**src/rtl/iob_ptfloat_pack_pkg.sv**
```systemverilog
// Shared definitions for the ptfloat packer: default geometry, exponent class and width helpers.
package iob_ptfloat_pack_pkg;

    localparam int unsigned DATA_W_DEF = 32;
    localparam int unsigned EW_W_DEF   = 4;

    // Underflow and zero both encode to an all-zero word, so they share a class.
    typedef enum logic [1:0] {
        CLS_NORM = 2'd0,
        CLS_ZERO = 2'd1,
        CLS_OVF  = 2'd2
    } exp_cls_e;

    // Widest exponent field: ew can reach 2^EW_W-1.
    function automatic int unsigned exp_max_w(input int unsigned ew_w);
        return (32'd1 << ew_w) - 32'd1;
    endfunction

    // Incoming fraction width: full mantissa field plus sign and one guard bit.
    function automatic int unsigned res_max_w(input int unsigned data_w, input int unsigned ew_w);
        return data_w - ew_w + 32'd2;
    endfunction

endpackage

```
**src/rtl/iob_ptfloat_pack_lsd.sv**
```systemverilog
// Leading-sign detector: minimal two's-complement width holding exp_i (0 maps to 0).
module iob_ptfloat_pack_lsd #(
    parameter int unsigned IN_W  = 18,
    parameter int unsigned OUT_W = 4
) (
    input  logic [IN_W-1:0]  exp_i,
    output logic [OUT_W-1:0] ew_o
);

    logic [IN_W-1:0] mag;
    int unsigned     n;

    // Highest bit differing from the sign, plus one for the sign itself.
    always_comb begin
        mag = exp_i[IN_W-1] ? ~exp_i : exp_i;
        n   = 0;
        for (int unsigned i = 0; i < IN_W; i++) begin
            if (mag[i]) n = i + 1;
        end
        ew_o = (exp_i == '0) ? '0 : OUT_W'(n + 1);
    end

endmodule

```
**src/rtl/iob_ptfloat_pack.sv**
```systemverilog
// ptfloat packer: {exp, man} -> {ew, exp[ew-1:0], man[M-1:0]}, 3-stage pipeline, no backpressure.
// Define PTFLOAT_PACK_RNE_EN for round-to-nearest-even; otherwise the mantissa is truncated.
module iob_ptfloat_pack
    import iob_ptfloat_pack_pkg::*;
#(
    parameter int unsigned DATA_W = DATA_W_DEF,
    parameter int unsigned EW_W   = EW_W_DEF
) (
    input  logic                                  clk_i,
    input  logic                                  arst_n_i,
    input  logic                                  cke_i,
    input  logic                                  start_i,
    input  logic [exp_max_w(EW_W)+1:0]            exp_i,
    input  logic [res_max_w(DATA_W, EW_W)-1:0]    man_i,
    output logic                                  done_o,
    output logic [DATA_W-1:0]                     word_o
);

    localparam int unsigned EXP_MAX_W = exp_max_w(EW_W);
    localparam int unsigned EXP_IW    = EXP_MAX_W + 2;
    localparam int unsigned EXP_XW    = EXP_IW + 1;
    localparam int unsigned MAN_MAX_W = DATA_W - EW_W;
    localparam int unsigned RES_MAX_W = res_max_w(DATA_W, EW_W);
    localparam int unsigned M_MIN     = MAN_MAX_W - EXP_MAX_W;
    localparam int unsigned SH_W      = $clog2(RES_MAX_W + 1);
    localparam int unsigned MW        = $clog2(MAN_MAX_W + 1);

    localparam logic [EXP_MAX_W-1:0]     EXP_MAX_F = EXP_MAX_W'((1 << (EXP_MAX_W - 1)) - 1);
    localparam logic signed [EXP_XW-1:0] EXP_MAX_X = EXP_XW'(EXP_MAX_F);
    localparam logic signed [EXP_XW-1:0] EXP_MIN_X = EXP_XW'(-(1 << (EXP_MAX_W - 1)));
    localparam logic [RES_MAX_W-1:0]     NEG_HALF  = {2'b11, {(RES_MAX_W - 2){1'b0}}};
    localparam logic [RES_MAX_W-1:0]     NEG_ONE   = {2'b10, {(RES_MAX_W - 2){1'b0}}};

    // Stage registers
    logic                        s1_vld_q, s1_vld_d;
    exp_cls_e                    s1_cls_q, s1_cls_d;
    logic signed [EXP_XW-1:0]    s1_exp_q, s1_exp_d;
    logic [EW_W-1:0]             s1_ew_q,  s1_ew_d;
    logic [RES_MAX_W-1:0]        s1_man_q, s1_man_d;

    logic                        s2_vld_q, s2_vld_d;
    exp_cls_e                    s2_cls_q, s2_cls_d;
    logic signed [EXP_XW-1:0]    s2_exp_q, s2_exp_d;
    logic [EW_W-1:0]             s2_ew_q,  s2_ew_d;
    logic [RES_MAX_W-1:0]        s2_man_q, s2_man_d;
    logic                        s2_neg_q, s2_neg_d;

    logic                        done_q, done_d;
    logic [DATA_W-1:0]           word_q, word_d;

    logic                        neg_half;

    // S1: renormalise -0.5, classify the exponent, size the exponent field.
    always_comb begin
        neg_half = (man_i == NEG_HALF);
        s1_vld_d = start_i;
        s1_man_d = neg_half ? NEG_ONE : man_i;
        s1_exp_d = {exp_i[EXP_IW-1], exp_i} - EXP_XW'(neg_half);
        if (man_i == '0)                 s1_cls_d = CLS_ZERO;
        else if (s1_exp_d > EXP_MAX_X)   s1_cls_d = CLS_OVF;
        else if (s1_exp_d < EXP_MIN_X)   s1_cls_d = CLS_ZERO;
        else                             s1_cls_d = CLS_NORM;
    end

    iob_ptfloat_pack_lsd #(.IN_W(EXP_XW), .OUT_W(EW_W)) u_lsd_s1 (
        .exp_i (s1_exp_d),
        .ew_o  (s1_ew_d)
    );

    // S2: drop the mantissa to M bits (arithmetic shift floors toward -inf).
    logic [MW-1:0]        m2;
    logic [SH_W-1:0]      sh;
    logic [RES_MAX_W-1:0] man_sh;

`ifdef PTFLOAT_PACK_RNE_EN
    logic signed [EXP_XW-1:0] exp_inc;
    logic [EW_W-1:0]          ew_inc;
    logic [MW-1:0]            m_inc;
    logic                     guard, sticky, rnd_up;
    logic [RES_MAX_W-1:0]     lo_mask;

    assign exp_inc = s1_exp_q + EXP_XW'(1);

    iob_ptfloat_pack_lsd #(.IN_W(EXP_XW), .OUT_W(EW_W)) u_lsd_s2 (
        .exp_i (exp_inc),
        .ew_o  (ew_inc)
    );
`endif

    always_comb begin
        m2       = MW'(MAN_MAX_W) - MW'(s1_ew_q);
        sh       = SH_W'(RES_MAX_W) - SH_W'(m2);
        man_sh   = RES_MAX_W'($signed(s1_man_q) >>> sh);
        s2_vld_d = s1_vld_q;
        s2_cls_d = s1_cls_q;
        s2_exp_d = s1_exp_q;
        s2_ew_d  = s1_ew_q;
        s2_man_d = man_sh;
        s2_neg_d = s1_man_q[RES_MAX_W-1];
`ifdef PTFLOAT_PACK_RNE_EN
        m_inc   = MW'(MAN_MAX_W) - MW'(ew_inc);
        guard   = s1_man_q[sh - SH_W'(1)];
        lo_mask = (RES_MAX_W'(1) << (sh - SH_W'(1))) - RES_MAX_W'(1);
        sticky  = |(s1_man_q & lo_mask);
        rnd_up  = guard & (sticky | man_sh[0]);
        // 0111..1 rounding up would flip the sign: renormalise to 0100..0 at the new width.
        if (rnd_up && (man_sh == ((RES_MAX_W'(1) << (m2 - MW'(1))) - RES_MAX_W'(1)))) begin
            s2_exp_d = exp_inc;
            s2_ew_d  = ew_inc;
            s2_man_d = RES_MAX_W'(1) << (m_inc - MW'(2));
            if ((s1_cls_q == CLS_NORM) && (exp_inc > EXP_MAX_X)) s2_cls_d = CLS_OVF;
        end else begin
            s2_man_d = man_sh + RES_MAX_W'(rnd_up);
        end
`endif
    end

    // S3: assemble the packed word, saturating on overflow.
    logic [MW-1:0]        m3;
    logic [EXP_XW-1:0]    exp_fld;
    logic [RES_MAX_W-1:0] man_fld;
    logic [DATA_W-1:0]    norm_word, ovf_word;

    always_comb begin
        m3        = MW'(MAN_MAX_W) - MW'(s2_ew_q);
        exp_fld   = s2_exp_q & ((EXP_XW'(1) << s2_ew_q) - EXP_XW'(1));
        man_fld   = s2_man_q & ((RES_MAX_W'(1) << m3) - RES_MAX_W'(1));
        norm_word = (DATA_W'(s2_ew_q) << (DATA_W - EW_W))
                  | (DATA_W'(exp_fld) << m3)
                  | DATA_W'(man_fld);
        ovf_word  = {{EW_W{1'b1}}, EXP_MAX_F,
                     s2_neg_q ? {1'b1, {(M_MIN - 1){1'b0}}} : {1'b0, {(M_MIN - 1){1'b1}}}};
        done_d    = s2_vld_q;
        word_d    = word_q;
        if (s2_vld_q) begin
            case (s2_cls_q)
                CLS_NORM: word_d = norm_word;
                CLS_OVF:  word_d = ovf_word;
                default:  word_d = '0;
            endcase
        end
    end

    always_ff @(posedge clk_i or negedge arst_n_i) begin
        if (!arst_n_i) begin
            s1_vld_q <= 1'b0;
            s1_cls_q <= CLS_NORM;
            s1_exp_q <= '0;
            s1_ew_q  <= '0;
            s1_man_q <= '0;
            s2_vld_q <= 1'b0;
            s2_cls_q <= CLS_NORM;
            s2_exp_q <= '0;
            s2_ew_q  <= '0;
            s2_man_q <= '0;
            s2_neg_q <= 1'b0;
            done_q   <= 1'b0;
            word_q   <= '0;
        end else if (cke_i) begin
            s1_vld_q <= s1_vld_d;
            s1_cls_q <= s1_cls_d;
            s1_exp_q <= s1_exp_d;
            s1_ew_q  <= s1_ew_d;
            s1_man_q <= s1_man_d;
            s2_vld_q <= s2_vld_d;
            s2_cls_q <= s2_cls_d;
            s2_exp_q <= s2_exp_d;
            s2_ew_q  <= s2_ew_d;
            s2_man_q <= s2_man_d;
            s2_neg_q <= s2_neg_d;
            done_q   <= done_d;
            word_q   <= word_d;
        end
    end

    assign done_o = done_q;
    assign word_o = word_q;

endmodule
```
**config.mk**
```make
export PLATFORM = sky130hd
export DESIGN_NAME = iob_ptfloat_pack
export DESIGN_NICKNAME = d
export VERILOG_FILES = /design/src/rtl/iob_ptfloat_pack_pkg.sv /design/src/rtl/iob_ptfloat_pack_lsd.sv /design/src/rtl/iob_ptfloat_pack.sv
export SDC_FILE = /design/constraint.sdc
export NUM_CORES = 1
export LEC_CHECK = 0
export ABC_AREA = 1
export BUFFER_PORTS_ARGS = -buffer_cell sky130_fd_sc_hd__clkbuf_2
export CAP_MARGIN = 40
export CELL_PAD_IN_SITES_DETAIL_PLACEMENT = 0
export CELL_PAD_IN_SITES_GLOBAL_PLACEMENT = 1
export CORE_ASPECT_RATIO = 1.75
export CORE_MARGIN = 4
export CORE_UTILIZATION = 30
export CTS_CLUSTER_DIAMETER = 200
export DETAILED_ROUTE_END_ITERATION = 8
export PLACE_DENSITY = 0.65
export SYNTH_ARGS = -nofsm -noshare
export SYNTH_HDL_FRONTEND = slang
export SYNTH_SLANG_ARGS = --single-unit
```
**constraint.sdc**
```tcl
create_clock -name clk_i -period 3.9 [get_ports clk_i]
set_input_delay 0.195 -clock clk_i [delete_from_list [all_inputs] [get_ports clk_i]]
set_output_delay 0.195 -clock clk_i [all_outputs]
set_load 0.02 [all_outputs]
```
==> impl_metrics.yaml <==
clock_tree:
  cts_max_level: 4
  cts.sinks: 141
  clock-root-buffer: "clkbuf_16"
  insertion_delay_ns: 0.45
  cts_tree: "built"
  cts_made_buffers: 17
  clock_path_buffers: 2
  path_clk_slew_ns: 0.07
floorplanning:
  core-area_um2: 33600
  num_io_pins: 84
  die_h_um: 252
  row_count: 89
  die_area_um2: 37100
  start_util_pct: 30.3
  die_w_um: 147
timing:
  slew-limit-headroom_pct: 46.2
  period_minus_slack_ns: 3.58
  setup_tns_ns: 0
  skew_ns: 0.0132
  max_freq_ghz: 0.279
  final_max_slew_viol_count: 0
  timing.final.crit_share_pct: 91.8
  worstMarginPinSlew_ns: 0.807
  hold_violations: 0
  finalSetupViolations: 0
place:
  routabilityCongestion: 0.926
  portBuffers: 83
  place_inst: 2122
  dp.final_hpwl_um: 28600
  placed_area_um2: 11600
worst_setup_path:
  critical_path_class: "in -> reg"
  cp-start-kind: "input port"
  cpMostUsedCell: "nor2_1"
  endpoint_kind: "flip-flop"
  crit_arrival_ns: 3.96
  worst_r2r_path_depth: 21
  cp.required_ns: 4.28
  worstPathMaxFanout: 4
  slowest_delay_ns: 0.53
  crit_slowest_cell: "dlygate4sd3_1"
grt:
  grt_pass1_wl_um: 57100
  globalRoute.totalOverflow: 0
  grt_start_max_net_pins: 90
  antenna_found_initial: 0
  grtUsageTotal_pct: 19.6
  grt_pass1_vias: 10700
cells_and_area:
  final_common_cell: "nand2_1"
  area_delta_synth_final_pct: 22.6
  finalNetCount: 1767
  drive_above_1_share_pct: 16.5
  final_cell_mix: "nand2_1, o21ai_0, nor2_1, dfrtp_1, inv_1"
  fill_cells: 3757
  register_area_um2: 3530
  diodes: 0
  multi_input_area_um2: 5870
  fin_cells: 2169
  fin_area_um2: 12500
logic_synthesis:
  synth_top_family_by_area: "simple AND/OR/NAND/NOR gates"
  synthSimpleGateAreaFrac_pct: 34.2
  synth_warnings: 0
  synth_xor_area_share_pct: 2.23
  synth_edf_count: 0
  ys_seq_area_share_pct: 34.6
  synthMuxAreaShare_pct: 1.47
  ys_ff_latch: 141
  netlist_area_um2: 10200
  netlist-cell-type-count: 51
  synth_compound_area_share_pct: 16.6
  syn_nets: 1636
  synth_area_per_cell_um2: 6.49
  synthAdderAreaFrac_pct: 1.84
  synth_cells: 1570
  async_reset_ff_share_pct: 100
  synth_ff_type: "dfrtp_1"
flow_run:
  maxCapViolations: 0
detailed_routing:
  vias: 10500
  final_antenna_net_count: 0
  wire_per_inst_um: 16.5
  viasPerCell: 4.83
  wl_um: 35700
  drc_errors: 0
  drt_iter0_drc: 517
  dr.pass1.iters: 5
hold_path:
  whs_path_depth: 3
  hold_path.class: "in -> reg"
pwr:
  p_leak_nw: 6.14
  power.density_nw_per_um2: 531
  peakVddDrop_mv: 0.355
run_status:
  status: "finished clean"
==> registers in the layout (all words and copies together), names as in the netlist, 2 cells and up <==
register  count
s2_ew_q       4
s1_exp_q     17
s1_man_q     30
s2_exp_q     17
s2_man_q     30
s1_ew_q       4
s1_cls_q      2
word_o       32
s2_cls_q      2
==> worst paths after layout <==
| kind | start | endpoint | slack (ns) |
|---|---|---|---|
| max | man_i[6] | s1_ew_q[2] | 0.32 |
| min | man_i[29] | s1_man_q[29] | 0.02 |
| max reg2reg | s2_ew_q[1] | word_o[23] | 0.33 |
| min reg2reg | s1_exp_q[5] | s2_exp_q[5] | 0.47 |
| max in group asynchronous | arst_n_i | s2_man_q[24] | 2.56 |
| min in group asynchronous | arst_n_i | s1_exp_q[6] | 0.36 |
==> kinds of logic (layout without fill, tap and decap cells) <==
family,count (synthesis),after routing
AOI/OAI and AO/OA,311,311
adders and majority gates,15,15
buffers and inverters,234,378
xor gates and xnor gates,26,26
and+or+nand+nor,828,828
muxes,15,15
DFF,141,141
==> report_power, final <==
part	total, mW	leakage (nW)	internal (mW)	switching (mW)
sequential	2.00	1.70	1.79	0.215
combinational	2.99	4.16	1.01	1.98
clock	1.64	0.282	0.900	0.737
==> cell usage after synthesis, drive strengths merged, types with 15 or more instances <==
| library cell | number | area, um2 |
|---|---|---|
| o21ai | 200 | 1000 |
| dfrtp | 141 | 3530 |
| nand3 | 91 | 460 |
| nand4 | 19 | 119 |
| ha | 15 | 188 |
| inv | 148 | 556 |
| nor3 | 25 | 156 |
| mux2i | 15 | 150 |
| nand2 | 510 | 1940 |
| buf | 19 | 109 |
| or2 | 18 | 115 |
| nor2 | 151 | 602 |
| xor2 | 17 | 149 |
| clkbuf | 64 | 240 |
| a21oi | 47 | 235 |
| o211ai | 25 | 188 |
==> critical path, delay by kind of cell <==
family	cells	cell delay (ns)
xor gates and xnor gates	2	0.20
buffers and inverters	7	0.99
adders and majority gates	3	0.47
AOI/OAI and AO/OA	3	0.47
and+or+nand+nor	11	1.61
==> layer usage <==
layer  up-vias  routed length [um]  global-route usage [%]  share of wire (%)
met5         -                   0                       0                  0
met4         0                2060                    12.1                5.8
met3        82                 750                    1.94                2.1
met2       206               19300                    37.6                 54
met1      4817               13500                    20.3                 38
li1       5381                   -                       -                  -
==> per-stage QoR <==
step / setup slack (ns) / hold slack (ns) / total power, mW / utilization, %
2_1_floorplan: 0.417 / -0.101 / 3.95 / -
3_3_place_gp: 0.0300 / 0.303 / 4.98 / 34.4
3_5_place_dp: -0.00708 / 0.303 / 5.02 / 34.6
4_1_cts: 0.0666 / 0.00485 / 6.70 / 36.8
5_1_grt: -0.0114 / 0.0235 / 7.12 / 37.2
6_report: 0.319 / 0.0196 / 6.63 / 37.2
==> layout make-up <==
class / count / area share [%]
clock inverters: 15 / 1.24
flip-flops and latches: 141 / 28.2
clock buffers: 17 / 3.40
multi-input cells: 1195 / 47.0
well taps: 455 / 4.55
inverters: 151 / 4.53
repair buffers: 195 / 11.1
==> repair_timing <==
action	4_1_cts	5_1_grt
hold buffers	18	0
endpoints found under the hold margin	96	0
setup buffers	0	2
resized for setup	0	29
endpoints found under the setup margin	0	8
(Power assumes the default switching activity.)
